--- src/rtl/pea_pkg.sv ---
// ============================================================================
//  Module      : pea_pkg
//  Description : Shared encodings, token field layout, degree-table entry type
//                and the log2 helper used across the Polynomial Evaluation
//                Accelerator.
//  Revision    : 1.0 - initial release
// ============================================================================
`default_nettype none

package pea_pkg;

  // Mode values presented to the enable block
  localparam logic [2:0] MODE_GET = 3'd0;
  localparam logic [2:0] MODE_STP = 3'd1;
  localparam logic [2:0] MODE_EVP = 3'd2;
  localparam logic [2:0] MODE_EVB = 3'd3;
  localparam logic [2:0] MODE_RST = 3'd4;
  localparam logic [2:0] MODE_OUT = 3'd5;

  // Command opcodes
  localparam logic [7:0] OP_STP = 8'h01;
  localparam logic [7:0] OP_EVP = 8'h02;
  localparam logic [7:0] OP_EVB = 8'h03;
  localparam logic [7:0] OP_RST = 8'h04;

  // Status codes
  localparam logic [7:0] ST_OK        = 8'h00;
  localparam logic [7:0] ST_BAD_OP    = 8'h01;
  localparam logic [7:0] ST_UNDEF_VEC = 8'h02;
  localparam logic [7:0] ST_BAD_ARG   = 8'h03;
  localparam logic [7:0] ST_DP_ERR    = 8'h04;
  localparam logic [7:0] ST_TIMEOUT   = 8'h05;

  // Token layout: [15:8] opcode, [7:5] arg1, [4:0] arg2
  localparam int TOKEN_W    = 16;
  localparam int OPCODE_W   = 8;
  localparam int OPCODE_LSB = 8;
  localparam int ARG1_W     = 3;
  localparam int ARG1_LSB   = 5;
  localparam int ARG2_W     = 5;
  localparam int ARG2_LSB   = 0;

  // Degree table geometry
  localparam int DEGREE_W    = 4;
  localparam int NUM_VECTORS = 8;
  localparam int MAX_DEGREE  = 15;

  typedef struct packed {
    logic                valid;
    logic [DEGREE_W-1:0] degree;
  } table_entry_t;

  typedef enum logic [2:0] {
    S_GET     = 3'd0,
    S_LATCH   = 3'd1,
    S_DECODE  = 3'd2,
    S_WAIT_EN = 3'd3,
    S_RUN     = 3'd4,
    S_OUT     = 3'd5
  } state_t;

  // Ceiling log2; log2(1) = 0
  function automatic int pea_log2(input int value);
    int r;
    r = 0;
    for (int i = 0; i < 31; i++) begin
      if ((1 << i) < value) r = i + 1;
    end
    return r;
  endfunction

  // Enable-block mode for a legal opcode
  function automatic logic [2:0] opcode_mode(input logic [7:0] op);
    logic [2:0] m;
    case (op)
      OP_STP:  m = MODE_STP;
      OP_EVP:  m = MODE_EVP;
      OP_EVB:  m = MODE_EVB;
      OP_RST:  m = MODE_RST;
      default: m = MODE_GET;
    endcase
    return m;
  endfunction

endpackage

`default_nettype wire

--- src/rtl/pea_controller_if.sv ---
// ============================================================================
//  Module      : pea_controller_if
//  Description : Command FIFO, enable block, datapath and status FIFO signals
//                of the PEA sequencer. master = controller side.
//  Revision    : 1.0 - initial release
// ============================================================================
`default_nettype none

interface pea_controller_if;
  import pea_pkg::*;

  logic [TOKEN_W-1:0]  command_in;
  logic                command_rd_en;
  logic                enable;
  logic [2:0]          mode;
  logic [ARG2_W-1:0]   b;
  logic [DEGREE_W-1:0] N;
  logic [ARG1_W-1:0]   vec_id;
  logic                dp_start;
  logic                dp_done;
  logic                dp_error;
  logic                status_wr_en;
  logic [TOKEN_W-1:0]  status_out;

  modport master (
    input  command_in, enable, dp_done, dp_error,
    output command_rd_en, mode, b, N, vec_id, dp_start, status_wr_en, status_out
  );

  modport slave (
    output command_in, enable, dp_done, dp_error,
    input  command_rd_en, mode, b, N, vec_id, dp_start, status_wr_en, status_out
  );

endinterface

`default_nettype wire

--- src/rtl/pea_degree_table.sv ---
// ============================================================================
//  Module      : pea_degree_table
//  Description : 8 x {valid, degree} register file. Synchronous write and
//                clear-all, combinational read.
//  Revision    : 1.0 - initial release
// ============================================================================
`default_nettype none

module pea_degree_table
  import pea_pkg::*;
(
  input  logic                clk,
  input  logic                rst,
  input  logic                clear,
  input  logic                wr_en,
  input  logic [ARG1_W-1:0]   wr_addr,
  input  logic [DEGREE_W-1:0] wr_degree,
  input  logic [ARG1_W-1:0]   rd_addr,
  output logic                rd_valid,
  output logic [DEGREE_W-1:0] rd_degree
);

  table_entry_t entries [NUM_VECTORS];

  // Reset and clear-all invalidate every entry; a write overwrites one entry
  always_ff @(posedge clk) begin
    if (rst || clear) begin
      for (int i = 0; i < NUM_VECTORS; i++) entries[i] <= '0;
    end else if (wr_en) begin
      entries[wr_addr] <= {1'b1, wr_degree};
    end
  end

  assign rd_valid  = entries[rd_addr].valid;
  assign rd_degree = entries[rd_addr].degree;

endmodule

`default_nettype wire

--- src/rtl/pea_controller.sv ---
// ============================================================================
//  Module      : pea_controller
//  Description : PEA top-level sequencer. Pops command tokens, validates them
//                against the degree table, drives mode/b/N to the enable
//                block, runs the datapath via dp_start/dp_done and writes one
//                status token per command. All outputs are registered.
//  Options     : PEA_DP_TIMEOUT_EN - adds a watchdog that aborts S_RUN after
//                timeout_cycles cycles with status TIMEOUT.
//  Revision    : 1.0 - initial release
// ============================================================================
`default_nettype none

module pea_controller
  import pea_pkg::*;
#(
  parameter int buffer_size    = 1024,
  parameter int timeout_cycles = 4096
)
(
  input  logic             clk,
  input  logic             rst,
  pea_controller_if.master bus
);

  localparam int COUNT_W = pea_log2(buffer_size);

  // Degenerate sizes have no meaningful hardware; the block stays empty.
  if (COUNT_W < 1 || timeout_cycles < 1) begin : g_param_guard
  end

  state_t              state, state_next;
  logic [OPCODE_W-1:0] opcode, opcode_next;
  logic [ARG1_W-1:0]   arg1, arg1_next;
  logic [ARG2_W-1:0]   arg2, arg2_next;
  logic [7:0]          code, code_next;

  logic [2:0]          mode_reg, mode_next;
  logic [ARG2_W-1:0]   b_reg, b_next;
  logic [DEGREE_W-1:0] n_reg, n_next;
  logic [ARG1_W-1:0]   vec_reg, vec_next;
  logic                rd_en_reg, rd_en_next;
  logic                start_reg, start_next;
  logic                wr_reg, wr_next;
  logic [TOKEN_W-1:0]  status_reg, status_next;

  logic                tbl_clear, tbl_wr, tbl_rd_valid;
  logic [DEGREE_W-1:0] tbl_rd_degree;

  logic                go_out;
  logic [7:0]          out_code;

`ifdef PEA_DP_TIMEOUT_EN
  localparam int TIMER_W = pea_log2(timeout_cycles) + 1;
  logic [TIMER_W-1:0] timer, timer_next;
`endif

  pea_degree_table u_table (
    .clk       (clk),
    .rst       (rst),
    .clear     (tbl_clear),
    .wr_en     (tbl_wr),
    .wr_addr   (arg1),
    .wr_degree (arg2[DEGREE_W-1:0]),
    .rd_addr   (arg1),
    .rd_valid  (tbl_rd_valid),
    .rd_degree (tbl_rd_degree)
  );

  // State, latched command fields and registered outputs
  always_ff @(posedge clk) begin
    if (rst) begin
      state      <= S_GET;
      opcode     <= '0;
      arg1       <= '0;
      arg2       <= '0;
      code       <= '0;
      mode_reg   <= MODE_GET;
      b_reg      <= '0;
      n_reg      <= '0;
      vec_reg    <= '0;
      rd_en_reg  <= 1'b0;
      start_reg  <= 1'b0;
      wr_reg     <= 1'b0;
      status_reg <= '0;
    end else begin
      state      <= state_next;
      opcode     <= opcode_next;
      arg1       <= arg1_next;
      arg2       <= arg2_next;
      code       <= code_next;
      mode_reg   <= mode_next;
      b_reg      <= b_next;
      n_reg      <= n_next;
      vec_reg    <= vec_next;
      rd_en_reg  <= rd_en_next;
      start_reg  <= start_next;
      wr_reg     <= wr_next;
      status_reg <= status_next;
    end
  end

`ifdef PEA_DP_TIMEOUT_EN
  // Watchdog counter of cycles spent in S_RUN
  always_ff @(posedge clk) begin
    if (rst) timer <= '0;
    else     timer <= timer_next;
  end
`endif

  // Next-state and next-output logic
  always_comb begin
    state_next  = state;
    opcode_next = opcode;
    arg1_next   = arg1;
    arg2_next   = arg2;
    code_next   = code;
    mode_next   = mode_reg;
    b_next      = b_reg;
    n_next      = n_reg;
    vec_next    = vec_reg;
    rd_en_next  = 1'b0;
    start_next  = 1'b0;
    wr_next     = 1'b0;
    status_next = status_reg;
    tbl_clear   = 1'b0;
    tbl_wr      = 1'b0;
    go_out      = 1'b0;
    out_code    = ST_OK;
`ifdef PEA_DP_TIMEOUT_EN
    timer_next  = timer;
`endif

    case (state)
      S_GET: begin
        if (bus.enable) begin
          rd_en_next = 1'b1;
          state_next = S_LATCH;
        end
      end

      // The FIFO answers a pop one cycle later, so wait out the cycle in
      // which the pop strobe is still high before capturing the token.
      S_LATCH: begin
        if (!rd_en_reg) begin
          opcode_next = bus.command_in[OPCODE_LSB +: OPCODE_W];
          arg1_next   = bus.command_in[ARG1_LSB +: ARG1_W];
          arg2_next   = bus.command_in[ARG2_LSB +: ARG2_W];
          state_next  = S_DECODE;
        end
      end

      S_DECODE: begin
        case (opcode)
          OP_STP: begin
            if (arg2 > ARG2_W'(MAX_DEGREE)) begin
              go_out   = 1'b1;
              out_code = ST_BAD_ARG;
            end
          end
          OP_EVP: begin
            if (!tbl_rd_valid) begin
              go_out   = 1'b1;
              out_code = ST_UNDEF_VEC;
            end
          end
          OP_EVB: begin
            if (arg2 == '0) begin
              go_out   = 1'b1;
              out_code = ST_BAD_ARG;
            end else if (!tbl_rd_valid) begin
              go_out   = 1'b1;
              out_code = ST_UNDEF_VEC;
            end
          end
          OP_RST: begin
          end
          default: begin
            go_out   = 1'b1;
            out_code = ST_BAD_OP;
          end
        endcase
        if (!go_out) begin
          state_next = S_WAIT_EN;
          mode_next  = opcode_mode(opcode);
          b_next     = arg2;
          vec_next   = arg1;
          n_next     = (opcode == OP_STP) ? arg2[DEGREE_W-1:0] : tbl_rd_degree;
        end
      end

      S_WAIT_EN: begin
        if (bus.enable) begin
          if (opcode == OP_RST) begin
            tbl_clear = 1'b1;
            go_out    = 1'b1;
            out_code  = ST_OK;
          end else begin
            start_next = 1'b1;
            state_next = S_RUN;
`ifdef PEA_DP_TIMEOUT_EN
            timer_next = '0;
`endif
          end
        end
      end

      S_RUN: begin
        if (bus.dp_done) begin
          tbl_wr   = (opcode == OP_STP) && !bus.dp_error;
          go_out   = 1'b1;
          out_code = bus.dp_error ? ST_DP_ERR : ST_OK;
        end
`ifdef PEA_DP_TIMEOUT_EN
        else if (timer == TIMER_W'(timeout_cycles - 1)) begin
          go_out   = 1'b1;
          out_code = ST_TIMEOUT;
        end else begin
          timer_next = timer + 1'b1;
        end
`endif
      end

      S_OUT: begin
        if (bus.enable) begin
          wr_next     = 1'b1;
          status_next = {opcode, code};
          state_next  = S_GET;
          mode_next   = MODE_GET;
        end
      end

      default: begin
        state_next = S_GET;
        mode_next  = MODE_GET;
      end
    endcase

    // Common entry into S_OUT; a successful EVB reports its count on b
    if (go_out) begin
      state_next = S_OUT;
      mode_next  = MODE_OUT;
      code_next  = out_code;
      b_next     = (opcode == OP_EVB && out_code == ST_OK) ? arg2 : ARG2_W'(1);
    end
  end

  assign bus.command_rd_en = rd_en_reg;
  assign bus.mode          = mode_reg;
  assign bus.b             = b_reg;
  assign bus.N             = n_reg;
  assign bus.vec_id        = vec_reg;
  assign bus.dp_start      = start_reg;
  assign bus.status_wr_en  = wr_reg;
  assign bus.status_out    = status_reg;

endmodule

`default_nettype wire

--- src/flat_wrapper.sv ---
// flat-port wrapper written by rule: the top's interface ports become plain ports
module pea_controller_flat import pea_pkg::*;
#(
  parameter int buffer_size    = 1024,
  parameter int timeout_cycles = 4096
)
  (clk, rst, bus_command_in, bus_enable, bus_dp_done, bus_dp_error, bus_command_rd_en, bus_mode, bus_b, bus_N, bus_vec_id, bus_dp_start, bus_status_wr_en, bus_status_out);
  pea_controller_if bus_i ();
  input  logic clk;
  input  logic rst;
  input wire logic [$bits(bus_i.command_in)-1:0] bus_command_in;
  input wire logic [$bits(bus_i.enable)-1:0] bus_enable;
  input wire logic [$bits(bus_i.dp_done)-1:0] bus_dp_done;
  input wire logic [$bits(bus_i.dp_error)-1:0] bus_dp_error;
  output wire logic [$bits(bus_i.command_rd_en)-1:0] bus_command_rd_en;
  output wire logic [$bits(bus_i.mode)-1:0] bus_mode;
  output wire logic [$bits(bus_i.b)-1:0] bus_b;
  output wire logic [$bits(bus_i.N)-1:0] bus_N;
  output wire logic [$bits(bus_i.vec_id)-1:0] bus_vec_id;
  output wire logic [$bits(bus_i.dp_start)-1:0] bus_dp_start;
  output wire logic [$bits(bus_i.status_wr_en)-1:0] bus_status_wr_en;
  output wire logic [$bits(bus_i.status_out)-1:0] bus_status_out;
  assign bus_i.command_in = bus_command_in;
  assign bus_i.enable = bus_enable;
  assign bus_i.dp_done = bus_dp_done;
  assign bus_i.dp_error = bus_dp_error;
  assign bus_command_rd_en = bus_i.command_rd_en;
  assign bus_mode = bus_i.mode;
  assign bus_b = bus_i.b;
  assign bus_N = bus_i.N;
  assign bus_vec_id = bus_i.vec_id;
  assign bus_dp_start = bus_i.dp_start;
  assign bus_status_wr_en = bus_i.status_wr_en;
  assign bus_status_out = bus_i.status_out;
  pea_controller #(.buffer_size(buffer_size), .timeout_cycles(timeout_cycles)) u_core (.clk(clk), .rst(rst), .bus(bus_i));
endmodule
--- config.mk ---
export PLATFORM = sky130hd
export DESIGN_NAME = pea_controller_flat
export DESIGN_NICKNAME = d
export VERILOG_FILES = /design/src/rtl/pea_pkg.sv /design/src/rtl/pea_controller_if.sv /design/src/rtl/pea_degree_table.sv /design/src/rtl/pea_controller.sv /design/src/flat_wrapper.sv
export SDC_FILE = /design/constraint.sdc
export NUM_CORES = 1
export LEC_CHECK = 0
export CAP_MARGIN = 5
export CORE_ASPECT_RATIO = 1.5
export CORE_UTILIZATION = 25
export CTS_CLUSTER_SIZE = 30
export DETAILED_ROUTE_END_ITERATION = 8
export DONT_BUFFER_PORTS = 1
export HOLD_SLACK_MARGIN = 0.05
export PLACE_DENSITY = 0.5
export SYNTH_ARGS = -nofsm -noshare
export SYNTH_HDL_FRONTEND = slang
export SYNTH_SLANG_ARGS = --single-unit
--- constraint.sdc ---
create_clock -name clk -period 5.55 [get_ports clk]
set_input_delay 1.11 -clock clk [delete_from_list [all_inputs] [get_ports clk]]
set_output_delay 1.11 -clock clk [all_outputs]
set_load 0.005 [all_outputs]
==> flow_summary_export.csv <==
group,metric,value,unit
power,leakage,1.54,nW
global_routing,grt_max_degree,45,
timing,totalNegativeSetupSlack,0,ns
synth,synth_cells,406,
synth,synthFlopType,"sky130_fd_sc_hd__dfxtp_1",
timing,layout_min_cycle_time,3.10,ns
outcome,run_status,"finished, final reports clean",
timing,timing_hold_violations_final,0,
cells_and_area,finalNetCount,410,
worst_setup_path,worst_r2r_startpoint,"u_core.opcode[7]",
worst_setup_path,worst_ep_arrival_time,3.08,ns
synth,yosysMostFrequentCell,"sky130_fd_sc_hd__nand2_1",
die,placeable_area,16100,um^2
global_routing,grt_pass1_vias,2890,
job,maxCapViolCount,0,
timing,worst_slew_pin_slew,0.802,ns
route,routedWlPerCell,17.4,um
power,vdd_drop_max,175,uV
cts,clock_pin_slew_reported_for_the_worst_setup_and_hold_paths_after_clock_tree_synthesis,0.07,ns
timing,setup_repair_after_global_routing_missed_its_margin,"no",
cts,clock_latency,0.35,ns
global_routing,grt.overflow.total,0,
route,drt_first_pass_iters,4,
worst_setup_path,cpPeakStageDelay,0.64,ns
synth,synth.cells.most_frequent,"sky130_fd_sc_hd__nand2_1, sky130_fd_sc_hd__dfxtp_1, sky130_fd_sc_hd__a21oi_1, sky130_fd_sc_hd__and2_1, sky130_fd_sc_hd__edfxtp_1",
synth,synth_top_area_share,30.3,%
global_routing,grt_first_pass_wirelength,16.3,mm
synth,netlist_top_cells_area,"sky130_fd_sc_hd__dfxtp_1, sky130_fd_sc_hd__edfxtp_1, sky130_fd_sc_hd__nand2_1",
synth,synth_async_sr_flop_share,0,%
synth,yosys.area_share.adder,0,%
cells_and_area,layout-drive-gt1-share,8.88,%
hold_path,hold_class,"reg -> reg",
timing,fmax,323,MHz
placed_design,gp_congestion,0.862,
synth,synth-seq-area-share,53.7,%
synth,number_of_flip_flops_and_latches_in_the_synthesized_netlist,94,
placed_design,detailedPlacementHpwl,7.72,mm
cts,post_cts.repair.setup_buffers,0,
cells_and_area,stdcell_count,600,
cts,clock_tree.root_cell,"sky130_fd_sc_hd__clkbuf_16",
worst_setup_path,timing.critical_path.cells,"inv_1, o41a_1, nand4b_1, or2_1, o21ai_0",
hold_path,min_from,"u_core.u_table.entries[1][4]",
die,floorplan.io_pins,55,
route,detail_route.iter0.violations,172,
synth,synth.avg_cell_area,10.1,um^2
die,floorplan.initialDensity,25.4,%
cts,cts.sinks,94,
synth,synth_mux_area_share,7.21,%
synth,synth_simple_gate_area_share,22.2,%
cells_and_area,area_delta_synth_final,10.0,%
route,routed-via-count,2837,
worst_setup_path,type_of_destination_of_the_critical_path,"register",
timing,report.final.setup_viol,0,
synth,synth-warning-count,0,
cts,cts_hold_repair.buffers,0,
global_routing,antenna_found_initial,0,
die,die_w,107,um
worst_setup_path,source_of_the_critical_timing_path,"rst",
global_routing,gr-usage-all-layers,13.1,%
cells_and_area,top_register,"u_core.u_table.entries",
worst_setup_path,worst_setup_path_start_kind,"primary input",
synth,synth_top_family_by_area,"simple AND/OR/NAND/NOR gates",
worst_setup_path,criticalPathCategory,"in -> reg",
timing,share_of_the_cycle_needed_by_the_critical_path_after_routing,55.8,%
synth,post_synth_num_cell_types,52,
synth,syn-cell-area,4100,um^2
cells_and_area,largest_reg_flops,40,
die,chipHeight,159,um
synth,synth-compound-area-share,12.7,%
power,power_per_standard_cell_area,427,nW/um^2
route,final_routed_wirelength,10.4,mm
timing,whs,0.451,ns
cells_and_area,n_antenna_cell,0,
cts,post_cts_gate_resize_count,0,
synth,synth_edf_count,32,
timing,timing.clock.skew,0.00885,ns
route,ant_nets,0,
cells_and_area,utilization,28.0,%
worst_setup_path,critPathRequiredTime,5.53,ns
synth,netlist.top_cell.by_area,"sky130_fd_sc_hd__dfxtp_1",
die,dieArea,16900,um^2
worst_setup_path,cpMaxStageDelayCell,"sky130_fd_sc_hd__o41a_1",
die,floorplan.rows,57,
worst_setup_path,crit_path_max_fanout,44,
placed_design,numPortBuffers,0,
timing,slew-limit-headroom,46.1,%
synth,synthXorXnorAreaFrac,0,%
cts,cts.htree.levels,3,
cts,numCtsBuffers,9,
cells_and_area,post_route_cell_area,4510,um^2
timing,finalMaxSlewViolations,0,
route,post_drt_via_cell_ratio,4.73,
placed_design,placed_area,4220,um^2
cts,cts_max_path_buffers,2,
route,remaining_drc_errors,0,
cts,tritoncts,"built",
placed_design,dp.cells,584,
==> per-layer routing <==
layer | track usage, % | share of wire (%) | up-vias
li1 | - | - | 1391
met3 | 3.98 | 5.0 | 15
met1 | 13.3 | 37 | 1369
met4 | 5.35 | 2.1 | 0
met5 | 0 | 0 | -
met2 | 24.1 | 56 | 62
==> worst paths after layout <==
kind | slack (ns) | endpoint | depth (start not counted)
min | 0.45 | u_core.u_table.entries[1][4] | 1
min reg2reg | 0.45 | u_core.u_table.entries[1][4] | 1
max reg2reg | 2.57 | u_core.u_table.entries[5][3] | 5
max | 2.45 | u_core.u_table.entries[7][0] | 5
==> cells in the final DEF (no fill, tap or decap), types with 2 or more instances in the layout <==
cell type,count
sky130_fd_sc_hd__nor3_1,4
sky130_fd_sc_hd__a31o_2,3
sky130_fd_sc_hd__o21ai_0,22
sky130_fd_sc_hd__and2_1,36
sky130_fd_sc_hd__dfxtp_1,62
sky130_fd_sc_hd__mux4_2,10
sky130_fd_sc_hd__clkbuf_16,9
sky130_fd_sc_hd__a21o_1,9
sky130_fd_sc_hd__nor3b_1,3
sky130_fd_sc_hd__mux2i_1,7
sky130_fd_sc_hd__conb_1,5
sky130_fd_sc_hd__nand4b_1,3
sky130_fd_sc_hd__nand4_1,5
sky130_fd_sc_hd__inv_1,3
sky130_fd_sc_hd__clkinvlp_4,2
sky130_fd_sc_hd__nand3_1,9
sky130_fd_sc_hd__nor2_2,3
sky130_fd_sc_hd__and3_1,2
sky130_fd_sc_hd__nor4_1,3
sky130_fd_sc_hd__clkbuf_1,2
sky130_fd_sc_hd__edfxtp_1,32
sky130_fd_sc_hd__a21oi_1,39
sky130_fd_sc_hd__or3b_2,2
sky130_fd_sc_hd__a21boi_0,2
sky130_fd_sc_hd__nor2_1,13
sky130_fd_sc_hd__nand2b_1,8
sky130_fd_sc_hd__nand2_1,70
==> per-stage QoR <==
step	total power, mW	setup WS (ns)
finish	1.93	2.45
global route	2.03	2.26
CTS	1.95	2.41
detailed placement	1.34	2.05
global placement	1.33	2.20
floorplan	1.21	2.75
==> logic make-up after synthesis <==
kind of cell	Yosys count
simple gates	172
flops	94
compound gates	87
buf+inv	35
mux	17
other cells	1
==> worst max-delay path: cells and delay by family <==
kind,cells,cell delay (ns)
and+or+nand+nor,2,0.61
buffers and inverters,1,0.20
AOI/OAI and AO/OA,2,1.14
==> report_power, final <==
part	switching, mW	internal (mW)	total [mW]
Combinational	0.240	0.143	0.383
Sequential	0.147	0.786	0.933
Clock	0.260	0.350	0.611
Total	0.648	1.28	1.93
==> area by class of cell <==
cell class                 count  area, um^2
fill                        1711       11600
clock inverter                 5        58.8
multi-input combinational    281        1750
inverter                       3        11.3
clock buffer                  11         233
sequential                    94        2200
tap                          206         258
No activity file was read; power rests on OpenSTA's default activity.
